--- src/rtl/edge_timestamp_capture_pkg.sv ---
// Shared register map, field positions and entry format for the edge timestamp capture block.
// The EDR_* defines give the expander offsets for CTRL/STATUS/DATA/TIME.
`ifndef EDGE_TIMESTAMP_CAPTURE_EDR_DEFINES
`define EDGE_TIMESTAMP_CAPTURE_EDR_DEFINES
`define EDR_CTRL   2'd0
`define EDR_STATUS 2'd1
`define EDR_DATA   2'd2
`define EDR_TIME   2'd3
`endif

package edge_timestamp_capture_pkg;

  // Offsets from the block base on the expander bus (exp_r / exp_r_load / exp_r_read).
  typedef enum logic [1:0] {
    REG_CTRL   = `EDR_CTRL,
    REG_STATUS = `EDR_STATUS,
    REG_DATA   = `EDR_DATA,
    REG_TIME   = `EDR_TIME
  } reg_addr_t;

  localparam int CTRL_ENABLE  = 0;
  localparam int CTRL_RISE_EN = 1;
  localparam int CTRL_FALL_EN = 2;
  localparam int CTRL_IRQ_EN  = 3;
  localparam int CTRL_FLUSH   = 15;
  localparam int CTRL_W       = 4;

  localparam int ST_NOT_EMPTY = 0;
  localparam int ST_FULL      = 1;
  localparam int ST_OVERFLOW  = 2;
  localparam int ST_COUNT_LSB = 3;
  localparam int ST_COUNT_W   = 5;
  localparam int ST_LEVEL     = 8;

  localparam int TS_W         = 16;
  localparam int ENTRY_LEVEL  = 15;
  localparam int ENTRY_TIME_W = 15;

  typedef struct packed {
    logic irq_en;
    logic fall_en;
    logic rise_en;
    logic enable;
  } ctrl_t;

  typedef struct packed {
    logic                    level;
    logic [ENTRY_TIME_W-1:0] stamp;
  } entry_t;

  function automatic entry_t make_entry(input logic level,
                                        input logic [ENTRY_TIME_W-1:0] cnt_low);
    entry_t e;
    e.level = level;
    e.stamp = cnt_low;
    return e;
  endfunction

  function automatic logic [TS_W-1:0] pack_status(input logic not_empty,
                                                  input logic full,
                                                  input logic overflow,
                                                  input logic [ST_COUNT_W-1:0] count,
                                                  input logic level);
    logic [TS_W-1:0] w;
    w = '0;
    w[ST_NOT_EMPTY]                         = not_empty;
    w[ST_FULL]                              = full;
    w[ST_OVERFLOW]                          = overflow;
    w[ST_COUNT_LSB +: ST_COUNT_W]           = count;
    w[ST_LEVEL]                             = level;
    return w;
  endfunction

endpackage

--- src/rtl/edge_timestamp_capture_fifo.sv ---
// ts_fifo: power-of-two timestamp FIFO with same-cycle push/pop and a synchronous flush.
// Handshake: push/pop are single-cycle request strobes taken on the clock edge; a pop is
// accepted only when not empty, a push when not full or when a pop is accepted in the same
// cycle, and flush discards both while emptying the FIFO.
module ts_fifo
  import edge_timestamp_capture_pkg::*;
#(
  parameter int DEPTH = 8,
  parameter int WIDTH = TS_W
) (
  input  logic                     i_clk,
  input  logic                     i_rst_n,
  input  logic                     i_push,
  input  logic                     i_pop,
  input  logic                     i_flush,
  input  logic [WIDTH-1:0]         i_data,
  output logic [WIDTH-1:0]         o_head,
  output logic [$clog2(DEPTH):0]   o_count,
  output logic                     o_full,
  output logic                     o_empty
);

  localparam int AW = $clog2(DEPTH);

  if (DEPTH < 2 || DEPTH > 16 || (DEPTH & (DEPTH - 1)) != 0) begin : g_bad_depth
    $error("ts_fifo: DEPTH must be a power of two from 2 to 16");
  end

  logic [WIDTH-1:0] r_mem [DEPTH];
  logic [AW-1:0]    r_wr_ptr;
  logic [AW-1:0]    r_rd_ptr;
  logic [AW:0]      r_count;

  logic w_empty;
  logic w_full;
  logic w_do_pop;
  logic w_do_push;

  assign w_empty   = (r_count == '0);
  assign w_full    = (r_count == (AW+1)'(DEPTH));
  assign w_do_pop  = i_pop & ~w_empty & ~i_flush;
  assign w_do_push = i_push & ~i_flush & (~w_full | w_do_pop);

  always_ff @(posedge i_clk or negedge i_rst_n) begin
    if (!i_rst_n) begin
      r_wr_ptr <= '0;
      r_rd_ptr <= '0;
      r_count  <= '0;
    end else if (i_flush) begin
      r_wr_ptr <= '0;
      r_rd_ptr <= '0;
      r_count  <= '0;
    end else begin
      if (w_do_push) r_wr_ptr <= r_wr_ptr + 1'b1;
      if (w_do_pop)  r_rd_ptr <= r_rd_ptr + 1'b1;
      case ({w_do_push, w_do_pop})
        2'b10:   r_count <= r_count + 1'b1;
        2'b01:   r_count <= r_count - 1'b1;
        default: r_count <= r_count;
      endcase
    end
  end

  // Storage needs no reset: the head is masked to zero whenever the FIFO is empty.
  always_ff @(posedge i_clk) begin
    if (w_do_push) r_mem[r_wr_ptr] <= i_data;
  end

  assign o_head  = w_empty ? '0 : r_mem[r_rd_ptr];
  assign o_count = r_count;
  assign o_full  = w_full;
  assign o_empty = w_empty;

endmodule

--- src/rtl/edge_timestamp_capture.sv ---
// Edge timestamp capture: synchronizes sig_raw, stamps qualifying edges with a 1 MHz counter
// into ts_fifo. Optional glitch filter enabled by defining EDGE_CAPTURE_GLITCH_FILTER_EN.
module edge_timestamp_capture
  import edge_timestamp_capture_pkg::*;
#(
  parameter int DEPTH = 8
) (
  input  logic            sysclk,
  input  logic            sysreset_n,
  input  logic            sig_raw,
  input  logic            tick,
  input  logic [TS_W-1:0] data_in,
  input  logic            ctrl_load,
  input  logic            status_load,
  input  logic            time_load,
  input  logic            data_read,
  output logic [TS_W-1:0] ctrl_out,
  output logic [TS_W-1:0] status_out,
  output logic [TS_W-1:0] data_out,
  output logic [TS_W-1:0] time_out,
  output logic            irq
);

  logic r_sync1;
  logic r_sync2;
  logic r_level;
  logic r_level_d;
  logic w_level_next;

  ctrl_t           r_ctrl;
  logic [TS_W-1:0] r_counter;
  logic            r_ovf;

  logic                  w_rise;
  logic                  w_fall;
  logic                  w_push;
  logic                  w_flush;
  logic                  w_ovf_evt;
  logic [TS_W-1:0]       w_head;
  logic [$clog2(DEPTH):0] w_count;
  logic                  w_full;
  logic                  w_empty;
  logic [ST_COUNT_W-1:0] w_count5;
  entry_t                w_entry;

`ifdef EDGE_CAPTURE_GLITCH_FILTER_EN
  logic [1:0] r_filt;

  // The level only follows sync2 once three consecutive samples agree.
  assign w_level_next = (r_sync2 == r_filt[0] && r_filt[0] == r_filt[1]) ? r_sync2 : r_level;

  always_ff @(posedge sysclk or negedge sysreset_n) begin
    if (!sysreset_n) r_filt <= '0;
    else             r_filt <= {r_filt[0], r_sync2};
  end
`else
  assign w_level_next = r_sync2;
`endif

  always_ff @(posedge sysclk or negedge sysreset_n) begin
    if (!sysreset_n) begin
      r_sync1   <= 1'b0;
      r_sync2   <= 1'b0;
      r_level   <= 1'b0;
      r_level_d <= 1'b0;
    end else begin
      r_sync1   <= sig_raw;
      r_sync2   <= r_sync1;
      r_level   <= w_level_next;
      r_level_d <= r_level;
    end
  end

  assign w_rise    = r_level & ~r_level_d;
  assign w_fall    = ~r_level & r_level_d;
  assign w_push    = r_ctrl.enable & ((w_rise & r_ctrl.rise_en) | (w_fall & r_ctrl.fall_en));
  assign w_flush   = ctrl_load & data_in[CTRL_FLUSH];
  // A full FIFO with a same-cycle read is a swap, not an overflow.
  assign w_ovf_evt = w_push & w_full & ~data_read & ~w_flush;
  assign w_entry   = make_entry(r_level, r_counter[ENTRY_TIME_W-1:0]);

  always_ff @(posedge sysclk or negedge sysreset_n) begin
    if (!sysreset_n) begin
      r_ctrl    <= '0;
      r_counter <= '0;
      r_ovf     <= 1'b0;
    end else begin
      if (ctrl_load) r_ctrl <= ctrl_t'(data_in[CTRL_W-1:0]);

      if (time_load)                 r_counter <= data_in;
      else if (tick && r_ctrl.enable) r_counter <= r_counter + 1'b1;

      if (w_ovf_evt)                              r_ovf <= 1'b1;
      else if (status_load && data_in[ST_OVERFLOW]) r_ovf <= 1'b0;
    end
  end

  ts_fifo #(
    .DEPTH (DEPTH),
    .WIDTH (TS_W)
  ) u_fifo (
    .i_clk   (sysclk),
    .i_rst_n (sysreset_n),
    .i_push  (w_push),
    .i_pop   (data_read),
    .i_flush (w_flush),
    .i_data  (w_entry),
    .o_head  (w_head),
    .o_count (w_count),
    .o_full  (w_full),
    .o_empty (w_empty)
  );

  assign w_count5   = ST_COUNT_W'(w_count);
  assign ctrl_out   = {{(TS_W-CTRL_W){1'b0}}, r_ctrl};
  assign status_out = pack_status(~w_empty, w_full, r_ovf, w_count5, r_level);
  assign data_out   = w_head;
  assign time_out   = r_counter;
  assign irq        = ~w_empty & r_ctrl.irq_en;

endmodule
--- config.mk ---
export PLATFORM = sky130hd
export DESIGN_NAME = edge_timestamp_capture
export DESIGN_NICKNAME = d
export VERILOG_FILES = /design/src/rtl/edge_timestamp_capture_pkg.sv /design/src/rtl/edge_timestamp_capture_fifo.sv /design/src/rtl/edge_timestamp_capture.sv
export SDC_FILE = /design/constraint.sdc
export NUM_CORES = 1
export LEC_CHECK = 0
export BUFFER_PORTS_ARGS = -buffer_cell sky130_fd_sc_hd__buf_2
export CORE_MARGIN = 4
export CORE_UTILIZATION = 40
export DETAILED_ROUTE_END_ITERATION = 6
export PLACE_DENSITY_LB_ADDON = 0.15
export REMOVE_ABC_BUFFERS = 1
export SYNTH_ARGS = -nofsm -noshare
export SYNTH_HDL_FRONTEND = slang
export SYNTH_HIERARCHICAL = 1
export SYNTH_SLANG_ARGS = --single-unit
--- constraint.sdc ---
create_clock -name sysclk -period 10.2 [get_ports sysclk]
set_clock_uncertainty 0.2 [all_clocks]
set_input_delay 0 -clock sysclk [delete_from_list [all_inputs] [get_ports sysclk]]
set_output_delay 0 -clock sysclk [all_outputs]
set_load 0.03 [all_outputs]
=== Word-level counts from Yosys, hierarchy flattened ===
Memories as Yosys holds them, arrays and structs flattened.
Cells that the tools add are included.

* Add/sub/neg operators: 5
* $mul: 0
* Divide/modulo/power cells: 0
* Magnitude comparators: 0
* Eq/ne operators: 3
* Shift-type cells: 0
* Multiplexer cells: 13
* Bitwise operators: 22
* Reduce and logical (&&, ||, !) cells: 8

{| class="wikitable"
|+ Operators by type and width
! operator !! count
|-
| $mux 16 || 3
|-
| $add 16x1->16 const B || 1
|-
| $and 1x1->1 || 14
|-
| $mux 3 || 4
|-
| $pmux 4 s2 || 1
|-
| $reduce_bool 2->1 || 4
|-
| $add 3x1->3 const B || 2
|-
| $not 1->1 || 6
|-
| $add 4x1->4 const B || 1
|-
| $eq 4x4->1 const B || 1
|-
| $logic_not 4->1 || 1
|-
| $mux 1 || 4
|-
| $mux 4 || 1
|-
| $sub 4x1->4 const B || 1
|-
| $reduce_bool 3->1 || 1
|-
| $eq 2x1->1 const B || 1
|-
| $eq 2x2->1 const B || 1
|-
| $logic_and 1x1->1 || 2
|-
| $or 1x1->1 || 2
|}

* Flip-flop bits (word level): 35
* Latch bits: 0
* Bits in writable memories: 128
* ROM bits: 0
* Input bits: 24
* Output and inout bits: 65
* Memories kept: 1

{| class="wikitable"
|+ Memory list
! memory !! words !! width !! read ports !! clocked after memory_dff !! write ports !! line !! source
|-
| u_fifo.r_mem || 8 || 16 || 1 || 0 || 1 || edge_timestamp_capture_fifo.sv:29 || <nowiki>logic [WIDTH-1:0] r_mem [DEPTH];</nowiki>
|}

=== Depth between registers and ports, before layout ===
Gate-level depths: netlist (run 1).

* Depth after elaboration: 10
* Mapped depth: 10

=== Modules after synthesis ===
Netlist (run 1), hierarchy kept.

{| class="wikitable"
|+ Modules (own cells, without submodules)
! module !! instances !! cells each !! area an instance (µm²) !! seq. area each (µm²)
|-
| ts_fifo || 1 || 283 || 5572.8 || 4093.9
|-
| edge_timestamp_capture || 1 || 151 || 1455.1 || 625.6
|}

=== Worst setup path before layout (run 1) ===
No wires, ideal clock.

* Path kind: flip-flop to flip-flop
* From: register r_ctrl, in the netlist ctrl_out[2]
* To: memory u_fifo/r_mem[0][0] in the netlist's numbering (enable)
* Setup time: 0.436 ns
* Data arrival time: 2.889 ns
* Data required time: 9.564 ns
* Setup slack: 6.674 ns
* Stages on the path, launching flop included: 6
* Path buffers: 0
* Period minus slack after synthesis: 3.526 ns
* Cell sequence: dfrtp_1 -> nand2_1 -> o21ai_0 -> and2_1 -> o21ai_4 -> nor4b_1

* Longest elaborated chain between the ends: 7

{| class="wikitable"
|+ Ends and longest elaborated chain
! element !! line !! source
|-
| start: declaration || edge_timestamp_capture.sv:30 || <nowiki>ctrl_t r_ctrl;</nowiki>
|-
| start signal: assignment || edge_timestamp_capture.sv:88 || <nowiki>if (ctrl_load) r_ctrl <= ctrl_t'(data_in[CTRL_W-1:0]);</nowiki>
|-
| $and 1x1->1 || edge_timestamp_capture.sv:76 || <nowiki>assign w_push = r_ctrl.enable & ((w_rise & r_ctrl.rise_en) | (w_fall & r_ctrl.fall_en));</nowiki>
|-
| $or 1x1->1 || edge_timestamp_capture.sv:76 ||
|-
| $and 1x1->1 || edge_timestamp_capture.sv:76 ||
|-
| via w_push || edge_timestamp_capture.sv:36 || <nowiki>logic w_push;</nowiki>
|-
| $and 1x1->1 (2 in a row) || edge_timestamp_capture_fifo.sv:42 || <nowiki>assign w_do_push = i_push & ~i_flush & (~w_full | w_do_pop);</nowiki>
|-
| $mux 1 || edge_timestamp_capture_fifo.sv:66 || <nowiki>if (w_do_push) r_mem[r_wr_ptr] <= i_data;</nowiki>
|-
| $mux 1 (not written as such) || edge_timestamp_capture_fifo.sv:66 ||
|-
| end: declaration || edge_timestamp_capture_fifo.sv:29 ||
|}

The timed path passes the listed nets, and every way through them passes these cells.

=== Worst setup path after layout (run 1) ===
* From: register u_fifo.r_count[0] (netlist: u_fifo/o_count[0])
* To: register u_fifo.r_count[3] (netlist: u_fifo/o_count[3])

* Longest elaborated chain between the ends: 9
* Elaborated cells between the ends (all ways): 15
* Classes of those cells: add/sub: 2; eq/ne: 3; mux: 2; bitwise: 6; reduce/logical: 2

{| class="wikitable"
|+ Ends and longest elaborated chain
! element !! line !! source
|-
| start: declaration || edge_timestamp_capture_fifo.sv:32 || <nowiki>logic [AW:0] r_count;</nowiki>
|-
| start signal: assignment || edge_timestamp_capture_fifo.sv:57 || <nowiki>2'b10: r_count <= r_count + 1'b1;</nowiki>
|-
| start signal: assignment || edge_timestamp_capture_fifo.sv:58 || <nowiki>2'b01: r_count <= r_count - 1'b1;</nowiki>
|-
| start signal: assignment || edge_timestamp_capture_fifo.sv:59 || <nowiki>default: r_count <= r_count;</nowiki>
|-
| $logic_not 4->1 (*) || edge_timestamp_capture_fifo.sv:39 || <nowiki>assign w_empty = (r_count == '0);</nowiki>
|-
| via w_empty || edge_timestamp_capture.sv:42 || <nowiki>logic w_empty;</nowiki>
|-
| $not 1->1 (*) || edge_timestamp_capture_fifo.sv:41 || <nowiki>assign w_do_pop = i_pop & ~w_empty & ~i_flush;</nowiki>
|-
| $and 1x1->1 (*) (2 in a row) || edge_timestamp_capture_fifo.sv:41 ||
|-
| $or 1x1->1 || edge_timestamp_capture_fifo.sv:42 ||
|-
| $and 1x1->1 || edge_timestamp_capture_fifo.sv:42 ||
|-
| $eq 2x1->1 or $eq 2x2->1 (tied branches) || edge_timestamp_capture_fifo.sv:56 || <nowiki>case ({w_do_push, w_do_pop})</nowiki>
|-
| $pmux 4 s2 || edge_timestamp_capture_fifo.sv:56 ||
|-
| $mux 4 || edge_timestamp_capture_fifo.sv:49 || <nowiki>end else if (i_flush) begin</nowiki>
|}

The timed path passes the listed nets; every way through them passes the cells marked *.
A chain may end at the register's enable or synchronous reset.

==> qor.csv, run 1 <==
stage;metric;value;unit
yosys;ys.flop_type;edfxtp_1;
critical_path;r2r_start;u_fifo/o_count[0]$_DFFE_PN0P_;
routing;routed-via-count;4014;
pwr;p_clk_share;30.7;%
sta;finalSetupViolations;0;
pwr;p_int;0.001369;W
sta;worst_slack;6482;ps
pwr;p_comb_share;28.3;%
yosys;synth_area_leaders;edfxtp_1 (55%), dfrtp_1 (12%), mux4_2 (10%), mux2i_1 (3.0%), buf_4 (2.7%);
sta;maxSlewViolCount;0;
critical_path;end_kind;register;
clock_tree;cts_made_buffers;17;
global_route;use_met1;22.37;%
die;die_area;19750;µm²
global_route;grt_overflow;0;
global_route;grt_use_met3;3.619;%
global_route;grt_max_degree;38;
die;row_count;48;
die;die_h;140.6;µm
critical_path;cp_max_fo;19;
layout;syn_to_final_growth;21.86;%
critical_path;cp_slowest_cell;nor3_1;
critical_path;path_buf_inv;1;
clock_tree;clock-sinks;163;
sta;finalHoldViolations;0;
sta;fin_crit_sh;36.45;%
critical_path;path_class;register to register;
layout;fill_cells;1457;
sta;tns;0;ps
layout;antennaDiodeCount;0;
yosys;syn-instance-count;434;
global_route;first_global_vias;4250;
placed_design;place_ws;6495;ps
sta;worst_pin_slew;1168;ps
placed_design;gp_congestion;0.7783;
sta;rsz0062_at_grt;false;
global_route;grt.met2_usage;26.59;%
layout;drive_above_1_share;29.11;%
critical_path;critPathMaxStageDelay;750;ps
die;die_w;140.6;µm
global_route;grt.total_usage;16.36;%
placed_design;io_buffers;68;
layout;layoutNonFillerInstCount;785;
routing;firstDrtPassIters;4;
yosys;synth-async-reset-ratio;21.47;%
yosys;ys_seq_area_share;67.15;%
clock_tree;root_buffer;clkbuf_16;
routing;totalWireLength;15.31;mm
layout;final_util;49.69;%
pwr;pwr-share-seq;41.0;%
global_route;grt_pass1_wl;24.41;mm
yosys;synth.most_common_cell;edfxtp_1;
run_status;outcome;finished, final reports clean;
min_path;hp-class;primary input to register;
flow_run;drv_cap;0;
yosys;syn_area;7028;µm²
yosys;synth.avg_cell_area;16.19;µm²
yosys;synth_edf_count;128;
die;core-area;17240;µm²
yosys;ys_types;52;
min_path;hp-start;sig_raw;
pwr;leakage;3.081;nW
routing;drt_iter0_drc;209;
yosys;synth_top_area_cell;edfxtp_1;
clock_tree;htreeDepth;4;
routing;detail-route-antenna-nets;0;
clock_tree;clock_latency;410;ps
sta;max_freq;269.0;MHz
global_route;antenna_found_initial;0;
yosys;synth_top_area_share;54.69;%
pwr;power.switching;0.0006787;W
sta;fin_crit;3718;ps
yosys;synthTopCellsByCount;edfxtp_1 (128), dfrtp_1 (35), mux4_2 (32);
die;start_util;40.77;%
pwr;peakVddDrop;137.3;µV
placed_design;dpl.hpwl;9.658;mm
global_route;top_usage_layer;met2;
critical_path;crit_chain;or4_1 > clkinv_1 > nor3_1 > ha_1 > a21o_2 > a211oi_1 > nor4b_1 > a211o_1;
clock_tree;cts_buffer_depth;2;
critical_path;crit_family;simple AND/OR/NAND/NOR gates;
pwr;p_sw_share;33.15;%
yosys;ys_seq_elements;163;
yosys;synth-warning-count;6;
critical_path;cp-start-kind;register;
routing;vias_per_cell;5.113;
critical_path;cp.arrival;3820;ps
placed_design;dp.cells;713;
clock_tree;clk_pin_slew;60;ps
die;io_pins;89;
pwr;power_per_cell_area;239.1;nW/µm²
routing;routedWlPerCell;19.50;µm
critical_path;worstPathRequired;10300;ps
routing;drc;0;
sta;slew_headroom;22.12;%
layout;nets;577;
clock_tree;post-cts-setup-buffer-count;0;
clock_tree;cts_tree;done;
pwr;fin_total_pwr;0.002048;W
critical_path;startpoint;u_fifo/o_count[0]$_DFFE_PN0P_;
routing by layer:
metal | vias up | routed length, µm
met2 | 116 | 7495
met1 | 2031 | 6728
met4 | 0 | 170
met5 | - | 0
met3 | 14 | 914
li1 | 1853 | -
final cells by class:
type                    instances  area (µm²)  area share, %
clock buffers                  27       576.8          6.735
clock inverters                 5       32.53         0.3798
inverters                       5       18.77         0.2191
multi-input cells             243        2125          24.81
flip-flops and latches        163        4722          55.14
well taps                     225       281.5          3.287
repair buffers                117       808.3          9.438
layout by cell type (no fill, tap or decap), drive strengths merged, types with 2 or more instances in the layout:
master | Yosys | layout
edfxtp | 128 | 128
buf | 35 | 77
dlygate4sd3 | 0 | 40
dfrtp | 35 | 35
mux4 | 32 | 32
nor2 | 30 | 30
nand2 | 27 | 27
clkbuf | 7 | 27
mux2i | 21 | 21
conb | 1 | 20
o21ai | 15 | 15
nor3 | 13 | 13
xnor2 | 9 | 9
nor4 | 7 | 7
xor2 | 6 | 6
nand4 | 6 | 6
nand3 | 6 | 6
clkinv | 1 | 6
nor2b | 5 | 5
ha | 5 | 5
inv | 4 | 4
mux2 | 4 | 4
nand2b | 4 | 4
a22oi | 4 | 4
and2 | 3 | 3
a21oi | 3 | 3
nor4b | 3 | 3
nand3b | 2 | 2
a221o | 2 | 2
nor3b | 2 | 2
o211ai | 2 | 2
or3 | 2 | 2
o31ai | 2 | 2
power groups by stage:
stage               logic [W]  clock network [W]  registers [W]
finish               0.000579           0.000628       0.000840
global route         0.000633           0.000675       0.000852
detailed placement   0.000574                  0       0.000857
CTS                  0.000590           0.000645       0.000843
floorplan            0.000372                  0       0.000873
global placement     0.000571                  0       0.000854
flip-flops by register name (all words and copies together) (netlist names):
name,cells
ctrl_out,4
time_out,16
r_ovf,1
r_sync1,1
r_sync2,1
r_level,1
u_fifo/r_mem,128
u_fifo/r_wr_ptr,3
u_fifo/o_count,4
r_level_d,1
u_fifo/r_rd_ptr,3
path summary, 6_finish.rpt:
path	cells after the start	slack, ps	to
setup / recovery	8	6480	u_fifo/o_count[3]$_DFFE_PN0P_
hold / removal	2	30	r_sync1$_DFF_PN0_
setup reg to reg	8	6480	u_fifo/o_count[3]$_DFFE_PN0P_
hold reg to reg	0	150	r_level$_DFF_PN0_
max in group asynchronous	2	9120	u_fifo/r_rd_ptr[0]$_DFFE_PN0P_
min in group asynchronous	2	60	time_out[15]$_DFFE_PN0P_
kinds of logic after synthesis:
logic type	Yosys count	share of synthesized area (%)
buffers and inverters	47	4.112
DFF	163	67.15
xor gates and xnor gates	15	1.869
and+or+nand+nor	113	8.439
adders and majority gates	6	1.175
other	1	0.05336
AOI/OAI and AO/OA	32	3.311
muxes	57	13.89
repair_timing:
| item | in CTS | in global routing |
|---|---|---|
| gates resized for setup | 0 | 0 |
| hold endpoints to repair | 63 | 0 |
| hold buffers | 40 | 0 |
| setup endpoints to repair | 0 | 0 |
stage by stage:
| stage | hold slack, ps | cell area (µm²) |
|---|---|---|
| finish | 26.76 | 8564 |
| global route | 25.67 | 8564 |
| CTS | 2.138 | 8564 |
| detailed placement | -90.68 | 7555 |
| global placement | -89.37 | 7555 |
| floorplan | -495.6 | 6829 |
(Power assumes the default switching activity.)
==> run 2: changes to the inputs <==
ABC_AREA = 1   (was not set)
clock period = 3.4 ns   (was 10.2 ns; I/O delays follow)
==> run 2 against run 1 <==
Effect of this change: total power rose to 3.3 times the previous value; global-route usage up 0.50 points; non-clock buffer count increased by 4; final cell count rose by 34%; hold slack got worse by 7.0 ps; register-to-register slack got worse by 5800 ps; synthesized area increased by 4.0%; clock-buffer cell count is 8 lower; critical path depth is 1 lower; first-iteration DRC count rose by 17%.
==> qor.csv, run 2 <==
stage;metric;value;unit;change
placed_design;place_ws;680.6;ps;-5814 ps
layout;drive_above_1_share;15.67;%;-13 points
yosys;yosys.area_share.adder;1.130;%;-0.045 points
die;die_area;20500;µm²;+3.8%
sta;slew_headroom;44.74;%;+23 points
die;start_util;40.69;%;-0.083 points
clock_tree;hold_buffers;41;;+2.5%
critical_path;worstPathRequired;3200;ps;-7100 ps
routing;totalWireLength;16.61;mm;+8.5%
yosys;synthXorXnorAreaFrac;0.4793;%;-1.4 points
sta;maxSlewViolCount;0;;unchanged
critical_path;path_buf_inv;3;;+2
layout;nets;841;;+46%
critical_path;critPathMaxStageDelay;600;ps;-150 ps
flow_run;drv_cap;0;;unchanged
yosys;synth_compound_area_share;10.70;%;+7.4 points
yosys;synth_edf_count;128;;unchanged
critical_path;crit_chain;inv_2 > buf_4 > nor2_1 > o21ai_1 > nor2_1 > nor2_1 > buf_2;;
sta;worst_pin_slew;828.9;ps;-339.3 ps
critical_path;path_class;register to primary output;;
routing;routedWlPerCell;15.79;µm;-19%
routing;wl_met2;7.927;mm;+5.8%
die;row_count;49;;+2.1%
yosys;ys.flop_type;edfxtp_1;;
yosys;syn-instance-count;702;;+62%
clock_tree;root_buffer;clkbuf_16;;
yosys;ys_seq_elements;163;;unchanged
global_route;grt_overflow;0;;unchanged
layout;syn_to_final_growth;19.39;%;
clock_tree;clock_latency;420;ps;about the same
sta;rsz0062_at_grt;false;;
global_route;grt_pass1_wl;26.83;mm;+9.9%
yosys;synthMuxAreaShare;0.1541;%;-14 points
placed_design;dpl.hpwl;10.91;mm;+13%
layout;final_common_cell;nor2_1;;
die;core-area;17960;µm²;+4.2%
yosys;synth_top_family_by_area;simple AND/OR/NAND/NOR gates;;
sta;max_freq;355.1;MHz;
pwr;p_clk_share;26.9;%;-3.8 points
run_status;outcome;finished, final reports clean;;
layout;layoutNonFillerInstCount;1052;;+34%
routing;vias_per_cell;4.977;;-2.7%
yosys;syn_area;7310;µm²;+4.0%
yosys;synth.avg_cell_area;10.41;µm²;-36%
yosys;synth-warning-count;6;;unchanged
placed_design;io_buffers;68;;unchanged
pwr;pwr-share-seq;37.2;%;-3.8 points
critical_path;end_kind;primary output;;
clock_tree;cts_tree;done;;
pwr;p_comb_share;35.9;%;+7.6 points
pwr;p_int;0.004045;W;+200%
pwr;fin_total_pwr;0.006671;W;+230%
global_route;grt_max_degree;67;;+76%
routing;drt_iter0_drc;244;;+17%
routing;detail-route-antenna-nets;0;;unchanged
sta;tns;0;ps;unchanged
pwr;p_sw_share;39.37;%;+6.2 points
layout;final_cell_mix;nor2_1 (160), edfxtp_1 (128), nand2_1 (84);;
yosys;synth-async-reset-ratio;21.47;%;unchanged
critical_path;cp-start-kind;register;;
layout;antennaDiodeCount;0;;unchanged
global_route;grt.total_usage;16.86;%;+0.50 points
sta;fin_crit;2816;ps;
yosys;ys_seq_area_share;64.57;%;-2.6 points
routing;firstDrtPassIters;5;;+1
critical_path;cp_max_fo;42;;+23
global_route;first_global_vias;5070;;+19%
global_route;antenna_found_initial;0;;unchanged
sta;finalHoldViolations;0;;unchanged
placed_design;dp.cells;980;;+37%
pwr;leakage;3.464;nW;+12%
placed_design;gp_congestion;0.8177;;+5.1%
yosys;synth_area_leaders;edfxtp_1 (53%), dfrtp_1 (12%), nor2_1 (8.2%), o21ai_0 (4.9%), o21ai_1 (4.3%);;
clock_tree;clk_pin_slew;60;ps;about the same
routing;routed-via-count;5236;;+30%
pwr;peakVddDrop;498.7;µV;+260%
clock_tree;cts_made_buffers;17;;unchanged
sta;finalSetupViolations;0;;unchanged
routing;drc;0;;unchanged
layout;fill_cells;1662;;+14%
clock_tree;htreeDepth;4;;unchanged
min_path;hp-class;primary input to async pin;;
clock_tree;clock-sinks;163;;unchanged
layout;final_util;48.58;%;-1.1 points
routing;drt-met1-wl;7.709;mm;+15%
critical_path;cpMostUsedCell;nor2_1;;
yosys;ys_types;36;;-31%
yosys;synth.most_common_cell;nor2_1;;
yosys;synth_top_area_share;52.58;%;-2.1 points
layout;largest_register_ffs;128;;unchanged
die;io_pins;89;;unchanged
critical_path;cp.arrival;2620;ps;-1200 ps
clock_tree;cts.repair.resized;0;;unchanged
sta;fin_crit_sh;82.84;%;
pwr;power.switching;0.002626;W;+290%
die;die_h;143.2;µm;+1.9%
critical_path;crit_family;buffers and inverters;;
sta;worst_slack;583.6;ps;-5899 ps
yosys;synthTopCellsByCount;nor2_1 (160), edfxtp_1 (128), nand2_1 (84);;
yosys;synth_simple_gate_area_share;16.33;%;+7.9 points
routing;top_layer_used;met4;;
clock_tree;post-cts-setup-buffer-count;0;;unchanged
yosys;synth_top_area_cell;edfxtp_1;;
pwr;power_per_cell_area;764.4;nW/µm²;+220%
routing;dr_wl_met3;831;µm;-9.1%
critical_path;cp_slowest_cell;dfrtp_2;;
layout;top_register;u_fifo/r_mem;;
die;die_w;143.2;µm;+1.9%
clock_tree;cts_buffer_depth;2;;unchanged
-- run 2: cells by family (layout without fill, tap and decap cells) --
group | count (synthesis) | in the layout
muxes | 1 | 1
and+or+nand+nor | 287 | 287
adders and majority gates | 6 | 6
other | 1 | 20
AOI/OAI and AO/OA | 150 | 150
buffers and inverters | 90 | 192
DFF | 163 | 163
xor gates and xnor gates | 4 | 4
-- run 2: through the flow --
| stage | cell area, µm² | hold slack, ps |
|---|---|---|
| 2_1_floorplan | 7049 | -495.6 |
| 3_3_place_gp | 7767 | -92.29 |
| 3_5_place_dp | 7767 | -87.32 |
| 4_1_cts | 8727 | 12.64 |
| 5_1_grt | 8727 | 39.37 |
| 6_report | 8727 | 19.72 |
-- run 2: final timing paths --
path	depth (start not counted)	slack (ps)	endpoint	from
min in group sysclk	2	30	r_sync1$_DFF_PN0_	sig_raw
max reg2reg	13	660	u_fifo/o_count[3]$_DFFE_PN0P_	u_fifo/o_count[0]$_DFFE_PN0P_
max	7	580	data_out[14]	u_fifo/r_rd_ptr[0]$_DFFE_PN0P_
min	2	20	time_out[11]$_DFFE_PN0P_	sysreset_n
max in group asynchronous	2	2390	u_fifo/r_rd_ptr[0]$_DFFE_PN0P_	sysreset_n
min reg2reg	0	150	r_sync2$_DFF_PN0_	r_sync1$_DFF_PN0_
-- run 2: area by class of cell --
type	count	area [µm²]	share of cell area (%)
clock buffer	19	432.9	4.961
timing repair buffer	121	840.8	9.634
clock inverter	12	116.4	1.333
tap	229	286.5	3.283
inverter	40	150.1	1.720
sequential	163	4721	54.09
multi-input combinational	468	2180	24.97
-- run 2: per-layer routing --
| metal | global-route usage, % | vias up |
|---|---|---|
| met4 | 4.602 | 0 |
| met2 | 27.79 | 148 |
| met1 | 22.69 | 2503 |
| met3 | 3.684 | 12 |
| met5 | 0 | - |
| li1 | - | 2573 |
-- run 2: worst register-to-register path: cells and delay by family (launching register included) --
family | cells | cell delay [ps]
AOI/OAI and AO/OA | 1 | 190
DFF | 1 | 450
buffers and inverters | 1 | 40
adders and majority gates | 1 | 340
and+or+nand+nor | 10 | 1420
-- run 2: power by group through the flow --
| stage | Sequential [W] | Combinational [W] | Clock [W] |
|---|---|---|---|
| 3_5_place_dp | 0.00252 | 0.00238 | 0 |
| 6_report | 0.00248 | 0.00239 | 0.00180 |
| 4_1_cts | 0.00248 | 0.00243 | 0.00185 |
| 5_1_grt | 0.00251 | 0.00267 | 0.00193 |
| 3_3_place_gp | 0.00251 | 0.00235 | 0 |
| 2_1_floorplan | 0.00265 | 0.00145 | 0 |
